<file path="src/rtl/fir_pkg.sv">
// Shared constants and FSM state type for the 8-tap sequential FIR MAC engine.
package fir_pkg;

    localparam int TAPS       = 8;
    localparam int ADDR_WIDTH = 3;

    // Three guard bits cover the sum of eight full-precision products.
    function automatic int acc_width(input int data_w, input int coeff_w);
        return data_w + coeff_w + 3;
    endfunction

    typedef enum logic [1:0] {
        IDLE = 2'd0,
        RUN  = 2'd1,
        LAST = 2'd2,
        OUT  = 2'd3
    } fir_state_t;

endpackage

</file>
<file path="src/rtl/fir_delay_line.sv">
// Sample delay line: TAPS stages, x[0] newest, shifts on shift_en, all taps exposed flat.
module fir_delay_line
    import fir_pkg::*;
#(
    parameter int data_width = 8
) (
    input  logic                           clock,
    input  logic                           reset,
    input  logic                           shift_en,
    input  logic [data_width-1:0]          din,
    output logic [TAPS*data_width-1:0]     taps
);

    logic [TAPS*data_width-1:0] taps_q, taps_d;

    always_comb begin
        taps_d = taps_q;
        if (shift_en) begin
            taps_d = {taps_q[(TAPS-1)*data_width-1:0], din};
        end
    end

    always_ff @(posedge clock or posedge reset) begin
        if (reset) begin
            taps_q <= '0;
        end else begin
            taps_q <= taps_d;
        end
    end

    assign taps = taps_q;

endmodule

</file>
<file path="src/rtl/fir_mac.sv">
// Sequential 8-tap FIR multiply-accumulate engine reading coefficients from a registered ROM.
// Optional output clamping is enabled by defining FIR_MAC_SAT_EN; otherwise the result wraps.
module fir_mac
    import fir_pkg::*;
#(
    parameter int data_width  = 8,
    parameter int coeff_width = 8,
    parameter int out_width   = 16
) (
    input  logic                   clock,
    input  logic                   reset,
    input  logic                   in_valid,
    output logic                   in_ready,
    input  logic [data_width-1:0]  in_data,
    output logic                   rom_en,
    output logic [ADDR_WIDTH-1:0]  rom_addr,
    input  logic [coeff_width-1:0] rom_out,
    output logic                   out_valid,
    input  logic                   out_ready,
    output logic [out_width-1:0]   out_data,
    output logic [1:0]             dbg_state
);

    localparam int ACC_W  = acc_width(data_width, coeff_width);
    localparam int PROD_W = data_width + coeff_width;

    // Handshakes: a transfer happens on a rising edge where valid && ready; valid and
    // payload are held stable by the sender until that edge, ready may depend on state only.

    fir_state_t                state_q, state_d;
    logic [ADDR_WIDTH-1:0]     cnt_q, cnt_d;
    logic signed [ACC_W-1:0]   acc_q, acc_d;
    logic [out_width-1:0]      out_q, out_d;

    logic                      shift_en;
    logic [TAPS*data_width-1:0] taps;
    logic [ADDR_WIDTH-1:0]     sel;
    logic signed [data_width-1:0]  x_sel;
    logic signed [PROD_W-1:0]  prod;
    logic signed [ACC_W-1:0]   acc_sum;
    logic [out_width-1:0]      result;

    fir_delay_line #(.data_width(data_width)) u_delay (
        .clock    (clock),
        .reset    (reset),
        .shift_en (shift_en),
        .din      (in_data),
        .taps     (taps)
    );

    // ROM data lags the address by one cycle; in LAST the counter has wrapped to 0, so sel = 7.
    assign sel     = cnt_q - 1'b1;
    assign x_sel   = taps[sel*data_width +: data_width];
    assign prod    = x_sel * $signed(rom_out);
    assign acc_sum = acc_q + {{(ACC_W-PROD_W){prod[PROD_W-1]}}, prod};

`ifdef FIR_MAC_SAT_EN
    localparam logic signed [ACC_W-1:0] SAT_MAX = ACC_W'((64'sd1 <<< (out_width-1)) - 64'sd1);
    localparam logic signed [ACC_W-1:0] SAT_MIN = ACC_W'(-(64'sd1 <<< (out_width-1)));

    always_comb begin
        result = acc_sum[out_width-1:0];
        if (acc_sum > SAT_MAX) begin
            result = SAT_MAX[out_width-1:0];
        end else if (acc_sum < SAT_MIN) begin
            result = SAT_MIN[out_width-1:0];
        end
    end
`else
    assign result = acc_sum[out_width-1:0];
`endif

    always_comb begin
        state_d   = state_q;
        cnt_d     = cnt_q;
        acc_d     = acc_q;
        out_d     = out_q;
        shift_en  = 1'b0;
        in_ready  = 1'b0;
        out_valid = 1'b0;
        rom_en    = 1'b0;
        rom_addr  = '0;
        unique case (state_q)
            IDLE: begin
                in_ready = 1'b1;
                if (in_valid) begin
                    shift_en = 1'b1;
                    acc_d    = '0;
                    cnt_d    = '0;
                    state_d  = RUN;
                end
            end
            RUN: begin
                rom_en   = 1'b1;
                rom_addr = cnt_q;
                if (cnt_q != '0) begin
                    acc_d = acc_sum;
                end
                cnt_d = cnt_q + 1'b1;
                if (cnt_q == ADDR_WIDTH'(TAPS-1)) begin
                    state_d = LAST;
                end
            end
            LAST: begin
                acc_d   = acc_sum;
                out_d   = result;
                state_d = OUT;
            end
            OUT: begin
                out_valid = 1'b1;
                if (out_ready) begin
                    state_d = IDLE;
                end
            end
            default: state_d = IDLE;
        endcase
    end

    always_ff @(posedge clock or posedge reset) begin
        if (reset) begin
            state_q <= IDLE;
            cnt_q   <= '0;
            acc_q   <= '0;
            out_q   <= '0;
        end else begin
            state_q <= state_d;
            cnt_q   <= cnt_d;
            acc_q   <= acc_d;
            out_q   <= out_d;
        end
    end

    assign out_data  = out_q;
    assign dbg_state = state_q;

endmodule

</file>
<file path="config.mk">
export PLATFORM = sky130hd
export DESIGN_NAME = fir_mac
export DESIGN_NICKNAME = d
export VERILOG_FILES = /design/src/rtl/fir_pkg.sv /design/src/rtl/fir_delay_line.sv /design/src/rtl/fir_mac.sv
export SDC_FILE = /design/constraint.sdc
export NUM_CORES = 1
export LEC_CHECK = 0
export CAP_MARGIN = 25
export CORE_UTILIZATION = 61
export CTS_CLUSTER_DIAMETER = 80
export DETAILED_ROUTE_END_ITERATION = 10
export PLACE_DENSITY = 0.83
export SLEW_MARGIN = 15
export SYNTH_ARGS = -nofsm -noshare
export SYNTH_HDL_FRONTEND = slang
export SYNTH_SLANG_ARGS = --single-unit
</file>
<file path="constraint.sdc">
create_clock -name clock -period 9.5 [get_ports clock]
set_input_delay 1.9 -clock clock [delete_from_list [all_inputs] [get_ports clock]]
set_output_delay 1.9 -clock clock [all_outputs]
set_load 0.1 [all_outputs]
</file>
==> results.cfg <==
[synth]
yosys_warnings = 0
synth_top_cell_by_area = dfrtp_1
ys_seq_area_frac = 0.334
avgSynthCellArea_um2 = 11.4
synth_edf_count = 0
ys.flop_type = dfrtp_1
synthesis.nets = 790
synth_top_area_frac = 0.334
netlist_area_um2 = 7570
synth_area_leaders = dfrtp_1 (33%), fa_1 (15%), mux2_2 (12%)
ys_types = 47
async_flop_share = 1.00
ys_ff_latch = 101
synthCells = 662

[placed_design]
dpl_worst_slack_ns = 1.73
place_congestion = 0.934
port_buffers = 43
dp.cells = 861
post-dp-hpwl_um = 10900
dpl_cell_area_um2 = 8160

[global_routing]
grt_overflow_total = 0
antenna_found_initial = 0
grt_pass1_wl_um = 25800
grt_pass1_vias = 5407
grt_max_degree = 70
track_usage = 0.258

[clocking]
clock_latency_ns = 0.35
ctsResizeCount = 0
cts_tree = built
postCtsHoldBufs = 0
clkSlewWorstSetupHoldPaths_ns = 0.07
cts_setup_buffers = 0
numCtsBuffers = 9
htree_levels = 3
clockRootBuffer = clkbuf_16
clock-sinks = 101
ctsLongestPathBuffers = 2

[final_layout]
antenna_cells = 0
stdcell_area_um2 = 8460
fin_cells = 878
syn_to_final_growth_pct = 11.8
mostFrequentLayoutCells = dfrtp_1 (101), inv_1 (98), mux2_2 (80), fa_1 (56), ha_1 (52)
nNetsFinal = 833
drive_gt1_frac = 0.179
mostFrequentLayoutCell = dfrtp_1

[worst_setup_path]
cp.buffers_inverters = 4
required_ns = 9.73
endpoint_kind = register
slowest_stage = ha_1
cpPeakStageDelay_ns = 0.79
worst_path_dominant_cell_family = adder cells
cp_data_arrival_time_ns = 8.09
crit_fanout = 17
crit_type = register to register
setup.worst_path.start_class = register

[sta]
worst_slew_pin_slew_ns = 0.970
fin_ws_ns = 1.64
finalSetupViolCount = 0
hold_violations = 0
max_freq_ghz = 0.127
final-max-slew-violation-count = 0
layout_min_cycle_time_ns = 7.86
tns_ns = 0
post-route-period-util = 0.827
slew_headroom = 0.351
finClkSkew_ns = 0.00530
rsz0062_at_grt = false

[route]
routed-via-count = 4987
wl_um = 14600
drc = 0
ant_nets = 0
drtPass1Iterations = 5
wire_per_inst_um = 16.6
viasPerCell = 5.68
drtIter0Drc = 303

[die]
io_pins = 44
initial_core_util = 0.627
die_h_um = 113
core_area_um2 = 12100
fp.dieW_um = 113
die_area_um2 = 12900
rows = 40

[run_status]
outcome = finished clean

[flow_run]
drv_cap = 0

[hold_path]
holdCritPathClass = register to register
-- tightest hold or removal path, stage by stage, from the launching register on --
cell and delay, ns:
dfrtp_1 0.35, nand2_1 0.05, o21ai_0 0.06
-- cell usage after synthesis (all sizes together) (15+ instances only) --
cell / n
dfrtp: 101
inv: 99
mux2: 80
fa: 56
ha: 52
nor2b: 32
nand2: 29
o21ai: 21
a21oi: 20
xnor2: 18
mux4: 16
and2: 15
nor2: 15
-- through the flow --
step                hold WS, ns   util
finish                    0.490  0.701
global route              0.519  0.701
CTS                       0.494  0.701
detailed placement        0.477  0.676
global placement          0.472  0.676
floorplan                 0.455      -
-- sequential cells by signal (all words and copies together), names as in the netlist --
register      cells
dbg_state         2
acc_q            16
u_delay.taps     64
out_data         16
cnt_q             3
-- cells by family after synthesis --
logic type                 synth area share
and+or+nand+nor                      0.0865
xor gates and xnor gates             0.0347
buffers and inverters                0.0604
muxes                                 0.176
adders and majority gates             0.234
DFF                                   0.334
AOI/OAI and AO/OA                    0.0744
-- routing by layer --
layer  wire [um]  vias to the layer above  part of all wire  global-route usage
met5           0                        -                 0                   0
met2        7310                      132              0.50               0.436
met3         472                       25             0.032              0.0377
met4         248                        0             0.017              0.0746
li1            -                     2305                 -                   -
met1        6540                     2525              0.45               0.350
-- cell type report --
class	instances	area [um^2]
clock buffer	9	225
clock inverter	7	66.3
fill	880	3600
inverter	99	374
multi-input combinational	446	4590
sequential	101	2530
tap	168	210
timing repair buffer	48	468
-- worst paths after layout --
path | slack, ns | to | depth (start not counted) | startpoint
worst max-delay path | 1.64 | out_data[13] | 27 | cnt_q[1]
worst min-delay path | 0.49 | acc_q[0] | 2 | acc_q[0]
worst max register to register | 1.64 | out_data[13] | 27 | cnt_q[1]
worst min register to register | 0.49 | acc_q[0] | 2 | acc_q[0]
max in group asynchronous | 6.43 | u_delay.taps[45] | 3 | reset
min in group asynchronous | 1.90 | acc_q[1] | 2 | reset
Power is not shown: default switching activity piles up to over one toggle a cycle in this logic, so the estimate is an artifact.
